File: config.mk
export PLATFORM = sky130hd
export DESIGN_NAME = imem_boot_loader_flat
export DESIGN_NICKNAME = d
export VERILOG_FILES = /design/src/rtl/imem_boot_loader_pkg.sv /design/src/rtl/imem_boot_loader_if.sv /design/src/rtl/imem_boot_loader_word_assembler.sv /design/src/rtl/imem_boot_loader.sv /design/src/flat_wrapper.sv
export SDC_FILE = /design/constraint.sdc
export NUM_CORES = 1
export LEC_CHECK = 0
export CORE_MARGIN = 5
export CORE_UTILIZATION = 55
export DETAILED_ROUTE_END_ITERATION = 8
export GPL_TIMING_DRIVEN = 1
export PLACE_DENSITY = 0.82
export SLEW_MARGIN = 20
export SYNTH_ARGS = -nofsm -noshare
export SYNTH_HDL_FRONTEND = slang
export SYNTH_SLANG_ARGS = --single-unit
File: constraint.sdc
create_clock -name clk -period 4 [get_ports clk]
set_input_delay 0.8 -clock clk [delete_from_list [all_inputs] [get_ports clk]]
set_output_delay 0.8 -clock clk [all_outputs]
set_load 0.02 [all_outputs]
File: src/rtl/imem_boot_loader_pkg.sv
// Shared types and constants for the IMEM boot loader.
package imem_loader_pkg;

  localparam int LEN_W          = 16;
  localparam int BYTES_PER_WORD = 4;

  typedef enum logic [2:0] {
    IDLE,
    LEN_HI,
    LEN_LO,
    DATA,
    CHK,
    DONE,
    ERR
  } loader_state_e;

  // A new load may only begin from a resting state.
  function automatic logic can_start(loader_state_e s);
    return (s == IDLE) || (s == DONE) || (s == ERR);
  endfunction

endpackage

File: src/rtl/imem_boot_loader_if.sv
// Host byte stream plus IMEM write port; the loader is the slave side.
interface imem_boot_loader_if #(
  parameter int ADDR_W = 8
);
  logic              byte_valid;
  logic [7:0]        byte_data;
  logic              byte_ready;
  logic              imem_we;
  logic [ADDR_W-1:0] imem_waddr;
  logic [31:0]       imem_wdata;

  modport master (
    output byte_valid, byte_data,
    input  byte_ready, imem_we, imem_waddr, imem_wdata
  );

  modport slave (
    input  byte_valid, byte_data,
    output byte_ready, imem_we, imem_waddr, imem_wdata
  );
endinterface

File: src/rtl/imem_boot_loader_word_assembler.sv
// Packs big-endian bytes into 32-bit words; word_valid marks the byte completing a word.
module loader_word_assembler
  import imem_loader_pkg::*;
(
  input  logic        clk,
  input  logic        rst,
  input  logic        clear,
  input  logic        shift_en,
  input  logic [7:0]  byte_in,
  output logic        word_valid,
  output logic [31:0] word
);

  // Only the three earlier bytes are stored; the fourth is taken straight from the input.
  logic [23:0] shreg_q, shreg_d;
  logic [1:0]  cnt_q, cnt_d;

  always_comb begin
    shreg_d = shreg_q;
    cnt_d   = cnt_q;
    if (clear) begin
      shreg_d = '0;
      cnt_d   = '0;
    end else if (shift_en) begin
      shreg_d = {shreg_q[15:0], byte_in};
      cnt_d   = cnt_q + 2'd1;
    end
  end

  always_ff @(posedge clk or posedge rst) begin
    if (rst) begin
      shreg_q <= '0;
      cnt_q   <= '0;
    end else begin
      shreg_q <= shreg_d;
      cnt_q   <= cnt_d;
    end
  end

  assign word_valid = shift_en && (cnt_q == 2'(BYTES_PER_WORD - 1));
  assign word       = {shreg_q, byte_in};

endmodule

File: src/rtl/imem_boot_loader.sv
// Streams a length-prefixed byte image into IMEM while holding the CPU.
// Optional trailing XOR checksum byte enabled by defining LOADER_CHECKSUM_EN.
module imem_boot_loader
  import imem_loader_pkg::*;
#(
  parameter int ADDR_W    = 8,
  parameter int MAX_WORDS = 256
) (
  input  logic                clk,
  input  logic                rst,
  input  logic                start,
  imem_boot_loader_if.slave   bus,
  output logic                cpu_hold,
  output logic                done,
  output logic                err
);

  localparam logic [LEN_W-1:0] MAX_LEN = LEN_W'(MAX_WORDS);

  loader_state_e     state_q, state_d;
  logic [LEN_W-1:0]  len_q, len_d;
  logic [ADDR_W-1:0] idx_q, idx_d;
  logic [ADDR_W-1:0] imem_waddr_q, imem_waddr_d;
  logic [31:0]       imem_wdata_q, imem_wdata_d;
  logic              byte_ready_q, byte_ready_d;
  logic              imem_we_q, imem_we_d;
  logic              cpu_hold_q, cpu_hold_d;
  logic              done_q, done_d;
  logic              err_q, err_d;
`ifdef LOADER_CHECKSUM_EN
  logic [7:0]        csum_q, csum_d;
`endif

  logic             transfer;
  logic             start_ok;
  logic             word_valid;
  logic [31:0]      word;
  logic [LEN_W-1:0] len_new;
  logic             last_word;

  assign transfer  = bus.byte_valid & byte_ready_q;
  assign start_ok  = start & can_start(state_q);
  assign len_new   = {len_q[LEN_W-1:8], bus.byte_data};
  assign last_word = (LEN_W'(idx_q) == (len_q - LEN_W'(1)));

  loader_word_assembler u_asm (
    .clk        (clk),
    .rst        (rst),
    .clear      (start_ok),
    .shift_en   (transfer && (state_q == DATA)),
    .byte_in    (bus.byte_data),
    .word_valid (word_valid),
    .word       (word)
  );

  always_comb begin
    state_d      = state_q;
    len_d        = len_q;
    idx_d        = idx_q;
    imem_waddr_d = imem_waddr_q;
    imem_wdata_d = imem_wdata_q;
    byte_ready_d = byte_ready_q;
    imem_we_d    = 1'b0;
    cpu_hold_d   = cpu_hold_q;
    done_d       = done_q;
    err_d        = err_q;
`ifdef LOADER_CHECKSUM_EN
    csum_d       = csum_q;
`endif
    if (start_ok) begin
      state_d      = LEN_HI;
      byte_ready_d = 1'b1;
      cpu_hold_d   = 1'b1;
      done_d       = 1'b0;
      err_d        = 1'b0;
      idx_d        = '0;
`ifdef LOADER_CHECKSUM_EN
      csum_d       = '0;
`endif
    end else begin
      case (state_q)
        LEN_HI: if (transfer) begin
          len_d[LEN_W-1:8] = bus.byte_data;
          state_d          = LEN_LO;
        end
        LEN_LO: if (transfer) begin
          len_d = len_new;
          if (len_new == '0) begin
            state_d      = DONE;
            byte_ready_d = 1'b0;
            done_d       = 1'b1;
            cpu_hold_d   = 1'b0;
          end else if (len_new > MAX_LEN) begin
            state_d      = ERR;
            byte_ready_d = 1'b0;
            err_d        = 1'b1;
          end else begin
            state_d = DATA;
          end
        end
        DATA: begin
`ifdef LOADER_CHECKSUM_EN
          if (transfer) csum_d = csum_q ^ bus.byte_data;
`endif
          // Stall the stream for the write cycle, then resume or finish.
          if (word_valid) begin
            imem_we_d    = 1'b1;
            imem_waddr_d = idx_q;
            imem_wdata_d = word;
            byte_ready_d = 1'b0;
          end else if (imem_we_q) begin
            if (last_word) begin
`ifdef LOADER_CHECKSUM_EN
              state_d      = CHK;
              byte_ready_d = 1'b1;
`else
              state_d      = DONE;
              done_d       = 1'b1;
              cpu_hold_d   = 1'b0;
`endif
            end else begin
              idx_d        = idx_q + 1'b1;
              byte_ready_d = 1'b1;
            end
          end
        end
`ifdef LOADER_CHECKSUM_EN
        CHK: if (transfer) begin
          byte_ready_d = 1'b0;
          if (bus.byte_data == csum_q) begin
            state_d    = DONE;
            done_d     = 1'b1;
            cpu_hold_d = 1'b0;
          end else begin
            state_d = ERR;
            err_d   = 1'b1;
          end
        end
`endif
        default: ;
      endcase
    end
  end

  always_ff @(posedge clk or posedge rst) begin
    if (rst) begin
      state_q      <= IDLE;
      len_q        <= '0;
      idx_q        <= '0;
      imem_waddr_q <= '0;
      imem_wdata_q <= '0;
      byte_ready_q <= 1'b0;
      imem_we_q    <= 1'b0;
      cpu_hold_q   <= 1'b1;
      done_q       <= 1'b0;
      err_q        <= 1'b0;
`ifdef LOADER_CHECKSUM_EN
      csum_q       <= '0;
`endif
    end else begin
      state_q      <= state_d;
      len_q        <= len_d;
      idx_q        <= idx_d;
      imem_waddr_q <= imem_waddr_d;
      imem_wdata_q <= imem_wdata_d;
      byte_ready_q <= byte_ready_d;
      imem_we_q    <= imem_we_d;
      cpu_hold_q   <= cpu_hold_d;
      done_q       <= done_d;
      err_q        <= err_d;
`ifdef LOADER_CHECKSUM_EN
      csum_q       <= csum_d;
`endif
    end
  end

  assign bus.byte_ready = byte_ready_q;
  assign bus.imem_we    = imem_we_q;
  assign bus.imem_waddr = imem_waddr_q;
  assign bus.imem_wdata = imem_wdata_q;
  assign cpu_hold       = cpu_hold_q;
  assign done           = done_q;
  assign err            = err_q;

endmodule

File: src/flat_wrapper.sv
// flat-port wrapper written by rule: the top's interface ports become plain ports
module imem_boot_loader_flat import imem_loader_pkg::*;
#(
  parameter int ADDR_W    = 8,
  parameter int MAX_WORDS = 256
)
  (clk, rst, start, cpu_hold, done, err, bus_byte_valid, bus_byte_data, bus_byte_ready, bus_imem_we, bus_imem_waddr, bus_imem_wdata);
  imem_boot_loader_if #(.ADDR_W(ADDR_W)) bus_i ();
  input  logic clk;
  input  logic rst;
  input  logic start;
  output logic cpu_hold;
  output logic done;
  output logic err;
  input wire logic [$bits(bus_i.byte_valid)-1:0] bus_byte_valid;
  input wire logic [$bits(bus_i.byte_data)-1:0] bus_byte_data;
  output wire logic [$bits(bus_i.byte_ready)-1:0] bus_byte_ready;
  output wire logic [$bits(bus_i.imem_we)-1:0] bus_imem_we;
  output wire logic [$bits(bus_i.imem_waddr)-1:0] bus_imem_waddr;
  output wire logic [$bits(bus_i.imem_wdata)-1:0] bus_imem_wdata;
  assign bus_i.byte_valid = bus_byte_valid;
  assign bus_i.byte_data = bus_byte_data;
  assign bus_byte_ready = bus_i.byte_ready;
  assign bus_imem_we = bus_i.imem_we;
  assign bus_imem_waddr = bus_i.imem_waddr;
  assign bus_imem_wdata = bus_i.imem_wdata;
  imem_boot_loader #(.ADDR_W(ADDR_W), .MAX_WORDS(MAX_WORDS)) u_core (.clk(clk), .rst(rst), .start(start), .bus(bus_i), .cpu_hold(cpu_hold), .done(done), .err(err));
endmodule
==> results of run 1 <==
sequential cells by signal, summed over array words and instances, names as in the netlist:
signal,cells
u_core.bus.imem_waddr,8
u_core.len_q,16
u_core.u_asm.shreg_q,24
u_core.done,1
u_core.bus.byte_ready,1
u_core.bus.imem_we,1
u_core.cpu_hold,1
u_core.bus.imem_wdata,32
u_core.err,1
u_core.u_asm.cnt_q,2
u_core.state_q,3
u_core.idx_q,8
routing by layer:
metal  vias to the layer above  track usage
li1                       1511            -
met1                      1556       0.2908
met2                        74       0.3038
met3                         8      0.04378
met4                         0      0.04974
met5                         -            0
how the worst min path moves through the flow:
| stage | start | endpoint | slack, ps | cells past startpoint |
|---|---|---|---|---|
| detailed placement | u_core.bus.imem_wdata[21]$_DFFE_PP0P_ | u_core.bus.imem_wdata[21]$_DFFE_PP0P_ | 490 | 1 |
| finish | u_core.bus.imem_wdata[31]$_DFFE_PP0P_ | u_core.bus.imem_wdata[31]$_DFFE_PP0P_ | 510 | 1 |
| global route | u_core.bus.imem_wdata[21]$_DFFE_PP0P_ | u_core.bus.imem_wdata[21]$_DFFE_PP0P_ | 530 | 1 |
| global placement | u_core.u_asm.shreg_q[7]$_DFFE_PP0P_ | u_core.u_asm.shreg_q[15]$_DFFE_PP0P_ | 490 | 2 |
| CTS | u_core.bus.imem_wdata[31]$_DFFE_PP0P_ | u_core.bus.imem_wdata[31]$_DFFE_PP0P_ | 520 | 1 |
| floorplan | u_core.u_asm.shreg_q[2]$_DFFE_PP0P_ | u_core.u_asm.shreg_q[10]$_DFFE_PP0P_ | 470 | 2 |
through the flow:
stage                     area (um^2)  hold WS, ps  power, W  setup slack (ps)    util
after global routing             5349        527.7  0.003887              1227  0.6609
after detailed placement         5152        494.0  0.003042              1158  0.6367
after CTS                        5349        515.0  0.003671              1437  0.6609
final                            5349        510.2  0.003642              1430  0.6609
after global placement           5152        488.4  0.002982              1210  0.6367
after floorplan                  4499        467.4  0.002530             639.6       -
critical path, stage by stage (launching register included):
cell,delay [ps]
dfrtp_1,590
nor2b_1,390
nand2_1,190
nor2_2,180
nand2_2,570
mux2_2,510
cell type report:
type	count	area (um^2)
inverter	7	28.78
timing repair buffer	61	598.1
sequential	98	2454
fill	636	2744
multi-input combinational	277	1941
clock inverter	4	31.28
clock buffer	12	165.2
tap	105	131.4
cell families after synthesis:
| logic type | count (synthesis) |
|---|---|
| AO/OA/AOI/OAI | 57 |
| XOR/XNOR | 15 |
| adder cells (fa/ha/maj) | 3 |
| buffers and inverters | 27 |
| flip-flops | 98 |
| multiplexers | 62 |
| AND/OR/NAND/NOR | 140 |
layout by cell type (no fill, tap or decap), types with 2 or more instances in the layout:
cell type        synthesis  routed
dfrtp_1                 97      97
nand2_1                 69      68
mux2_2                  56      56
clkdlybuf4s50_1          0      56
o21ai_0                 33      33
nor2_1                  21      20
clkbuf_8                 0      12
nand3_1                 10      10
xnor2_1                 10      10
mux2i_1                  6       6
inv_1                    7       6
xor2_1                   5       5
nor3_1                   5       5
a21oi_1                  5       5
buf_4                    0       5
nor4_1                   4       4
nor2b_1                  3       3
nand2b_1                 3       3
ha_1                     3       3
and2_1                   2       2
and3b_1                  2       2
o21ai_2                  1       2
and3_1                   2       2
or4_4                    2       2
or3_1                    2       2
nor4b_4                  2       2
nand2_2                  1       2
nand4_1                  2       2
nor3b_1                  2       2
o32a_1                   2       2
nand3b_1                 2       2
inv_6                    0       2
synth_stat cells (3+ instances only):
master | n | area (um^2)
dfrtp_1 | 97 | 2427
nor3_1 | 5 | 25.02
nor2b_1 | 3 | 18.77
a21oi_1 | 5 | 25.02
mux2i_1 | 6 | 60.06
ha_1 | 3 | 37.54
xor2_1 | 5 | 43.79
nand2_1 | 69 | 259.0
clkbuf_1 | 13 | 48.80
o21ai_0 | 33 | 165.2
nand3_1 | 10 | 50.05
xnor2_1 | 10 | 87.58
mux2_2 | 56 | 630.6
buf_1 | 4 | 15.01
nor4_1 | 4 | 25.02
nor2_1 | 21 | 78.83
nand2b_1 | 3 | 18.77
inv_1 | 7 | 26.28
power groups by stage:
stage / combinational, W / sequential (W) / clock, W
2_1_floorplan: 0.000804 / 0.00173 / 0
3_3_place_gp: 0.00134 / 0.00164 / 0
3_5_place_dp: 0.00138 / 0.00166 / 0
4_1_cts: 0.00139 / 0.00164 / 0.000636
5_1_grt: 0.00151 / 0.00170 / 0.000679
6_report: 0.00137 / 0.00164 / 0.000625
==> qor.txt, run 1 <==
Status = finished, final reports clean
Post-synthesis sequential area ratio = 0.5453
Syn_nets = 417
Max-slew violations = 0
Pwr Density = 680.9 nW/um^2
Global route overflow = 0
Period utilisation layout = 0.6424
First-pass GRT wire length = 15,840 um
Adder-Cell Fraction of Synth Area = 0.008343
Synth Cell Area = 4499 um^2
HPWL Detailed = 6368 um
Arrival time worst endpoint = 2820 ps
Hold Path Class = reg -> reg
Die area = 10,090 um^2
Die Ht = 100.4 um
Initial antenna violation count = 0
XOR/XNOR Fraction of Synth Area = 0.02920
Final setup viols = 0
RSZ-0062 raised after global routing = false
Via/cell ratio = 5.583
GR Util All Layers = 0.1989
Layout area overhead = 18.88%
Crit path to = u_core.bus.imem_wdata[15]$_DFFE_PP0P_
CTS resizes = 0
Ys flop type = dfrtp_1
Setup TNS = 0 ps
Compound-Gate Fraction of Synth Area = 0.07731
Yosys cell types = 55
Worst-Skew Late Latency = 360 ps
R2R depth = 5
Clock sink count = 98
Fin crit period = 2570 ps
DRT Pass-1 Iters = 4
M1 wire length = 4238 um
Comb power frac = 0.377
Reg-to-reg slack, setup = 1430 ps
Max-cap violations = 0
Ys Warns = 0
Post-synth EDFFs = 0
Vias in the first global route = 3,115
CTS HTree Levels = 3
Initial Util = 0.5560
Slew HR = 0.3184
Gpl congestion = 0.8077
Clk_skew = 10.61 ps
# diodes = 0
Simple-gate share of the synthesized area = 0.1610
Worst Path Required = 4250 ps
Reg power frac = 0.451
Post-synth ARST share = 1.000
Max Fclk = 389.2 MHz
Vias = 3,149
Worst-case clock buffer depth = 2
Largest family of logic cells by synthesized area = simple AND/OR/NAND/NOR gates
CP max FO = 41
Crit. End Element = flop
I/O Pins = 57
Layout cell share with drive strength beyond 1 = 0.2048
CP Launch Point = u_core.state_q[1]$_DFFE_PP0P_
Post-synthesis average cell area = 11.19 um^2
CTS buffer count = 9
Setup CP Type = reg -> reg
Routed Antenna Nets = 0
Final nets = 469
CTS tree = yes
Final hold viol count = 0
Detailed-route wire length = 9196 um
WL/cell = 16.30 um
Dpl cells = 548
Area of the core = 8093 um^2
P_int = 0.002311 W
R2R Path End = u_core.bus.imem_wdata[15]$_DFFE_PP0P_
Worst-margin pin slew = 1020 ps
Port Buffers = 56
Largest net degree at the start of global routing = 53
Switching Power = 0.001332 W
Met3 WL post-DR = 461 um
DR WL met2 = 4390 um
Part of the power in the clock network = 0.172
Sw frac = 0.3656
Std cell rows = 33
Worst IR Drop VDD = 398.5 uV
CP startpoint kind = flop
Die width = 100.4 um
Highest Signal Layer = met4
1st-iter DRT viols = 272
LEAKAGE = 2.359 nW
Cells after Synth = 402
CTS Hold Buffers Added = 0
DRC viols = 0
Root buffer cell = clkbuf_8
Reg-to-reg critical path startpoint = u_core.state_q[1]$_DFFE_PP0P_
Multiplexer share of the synthesized area = 0.1535
FF+latch count, synth = 98
Final non-filler cell total = 564
# Post-CTS Setup Buffers = 0
CTS clk-pin slew, worst paths = 90 ps
Note: power is estimated with default switching activity, not from simulation.
==> run 2, diff against run 1 <==
==> constraint.sdc (replaced) <==
create_clock -name clk -period 2.6 [get_ports clk]
set_input_delay 0.52 -clock clk [delete_from_list [all_inputs] [get_ports clk]]
set_output_delay 0.52 -clock clk [all_outputs]
set_load 0.02 [all_outputs]
==> run 2 against run 1 <==
  * Cell area grew 1.5%
  * Total power is 54% higher
  * Die area stayed put
  * Hold slack better by 0.82 ps
  * Final cell count grew 1.4%
  * Register-to-register slack worse by 1300 ps
  * Via count increased by 2.5%
  * First-iteration DRC count down 20%
  * Clock skew is essentially flat
  * Highest routed layer unchanged
==> qor.txt, run 2 (synthesis results as in run 1) <==
Status = finished, final reports clean
Worst Path Required = 2880 ps
Initial Util = 0.5560
Total Power = 0.005623 W
Worst IR Drop VDD = 576.2 uV
Fin crit period = 2435 ps
CTS tree = yes
Period utilisation layout = 0.9365
Clock sink count = 98
Max-cap violations = 0
CP max FO = 10
Dpl cells = 554
GR Util All Layers = 0.1939
Vias = 3,228
Final setup viols = 0
Crit. End Element = flop
Layout area overhead = 20.63%
I/O Pins = 57
Area taken by multi-input logic gates = 1943 um^2
Die area = 10,090 um^2
Initial antenna violation count = 0
Commonest non-fill, non-tap cell in the layout = dfrtp_1
Area of the core = 8093 um^2
Max FFs per register = 32
Final nets = 477
CP startpoint kind = flop
Fillers = 631
Max-slew violations = 0
Met1 Track Usage GR = 0.2785
First-pass GRT wire length = 15,720 um
LEAKAGE = 2.389 nW
Worst-Skew Late Latency = 360 ps
DRT Pass-1 Iters = 4
CTS Hold Buffers Added = 0
Vias in the first global route = 3,218
Worst Hold Margin = 511.0 ps
Slew HR = 0.5820
DRC viols = 0
WL/cell = 16.22 um
Pwr Density = 1036 nW/um^2
Met2 usage = 0.2875
Routed Antenna Nets = 0
Worst-margin pin slew = 627.0 ps
1st-iter DRT viols = 218
GR Util met3 = 0.03822
CTS buffer count = 9
Clk_skew = 10.55 ps
Setup CP Type = reg -> reg
Gpl congestion = 0.8625
Global route overflow = 0
Final hold viol count = 0
Std cell rows = 33
Root buffer cell = clkbuf_8
Port Buffers = 56
Via/cell ratio = 5.643
CTS HTree Levels = 3
Die width = 100.4 um
Largest net degree at the start of global routing = 53
Worst-case clock buffer depth = 2
HPWL Detailed = 6607 um
Total area of sequential cells = 2454 um^2
Max Fclk = 410.7 MHz
# diodes = 0
Most frequent cells in the layout = dfrtp_1 (97), nand2_1 (68), mux2_2 (56), clkdlybuf4s50_1 (56), o21ai_0 (33)
Top Usage Layer GRT = met2
Hold Path Class = reg -> reg
Die Ht = 100.4 um
Layout cell share with drive strength beyond 1 = 0.2206
Arrival time worst endpoint = 2720 ps
Detailed-route wire length = 9278 um
Final non-filler cell total = 572
CTS clk-pin slew, worst paths = 100 ps
==> run 2: cell types whose count changed in the layout (fill, tap and decap cells not counted), sizes merged <==
cell / previous run / this run
buf: 5 / 13
clkbuf: 12 / 10
clkinvlp: 0 / 3
inv: 9 / 8
==> run 2: worst paths after layout <==
check | from | endpoint | slack [ps] | cells past startpoint
worst max-delay path | u_core.len_q[9]$_DFFE_PP0P_ | u_core.idx_q[6]$_DFFE_PP0P_ | 170 | 7
worst min-delay path | u_core.bus.imem_waddr[5]$_DFFE_PP0P_ | u_core.bus.imem_waddr[5]$_DFFE_PP0P_ | 510 | 1
worst max register to register | u_core.len_q[9]$_DFFE_PP0P_ | u_core.idx_q[6]$_DFFE_PP0P_ | 170 | 7
worst min register to register | u_core.bus.imem_waddr[5]$_DFFE_PP0P_ | u_core.bus.imem_waddr[5]$_DFFE_PP0P_ | 510 | 1
max in group asynchronous | rst | u_core.cpu_hold$_DFFE_PP1P_ | 1310 | 3
min in group asynchronous | rst | u_core.bus.imem_wdata[30]$_DFFE_PP0P_ | 590 | 2
==> run 2: cell type report <==
class,count,area share
flip-flops and latches,98,0.4521
multi-input cells,277,0.3580
repair buffers,69,0.1259
clock buffers,10,0.02536
well taps,105,0.02420
clock inverters,6,0.008990
inverters,7,0.005532
==> run 2: what timing repair did <==
item | in CTS | in global routing
gates resized for setup | 0 | 1
endpoints found under the setup margin | 0 | 4
buffers inserted | 0 | 2
==> run 2: per-stage QoR <==
step | setup TNS [ps] | worst slack (ps) | utilization | instance area (um^2)
5_1_grt | -0.5633 | -0.5633 | 0.6707 | 5428
2_1_floorplan | 0 | 355.9 | - | 4503
6_report | 0 | 165.2 | 0.6707 | 5428
3_3_place_gp | 0 | 220.2 | 0.6455 | 5224
4_1_cts | 0 | 126.5 | 0.6685 | 5410
3_5_place_dp | 0 | 120.2 | 0.6455 | 5224
==> run 2: power breakdown <==
part / internal [W] / switching (W)
Clock: 0.000384 / 0.000543
Sequential: 0.00206 / 0.000474
Combinational: 0.00109 / 0.00107
Total: 0.00353 / 0.00209
==> run 2: routing by layer <==
metal,part of all wire,routed length (um),up-vias
li1,-,-,1526
met1,0.46,4293,1592
met2,0.47,4330,93
met3,0.049,457,17
met4,0.021,197,0
met5,0,0,-
==> run 2: critical path: stages (launching register included) <==
cell,delay [ps]
dfrtp_1,430
or4_4,570
nor4b_4,270
xor2_1,240
nor4_2,70
buf_4,180
nor4_1,360
mux2i_1,240
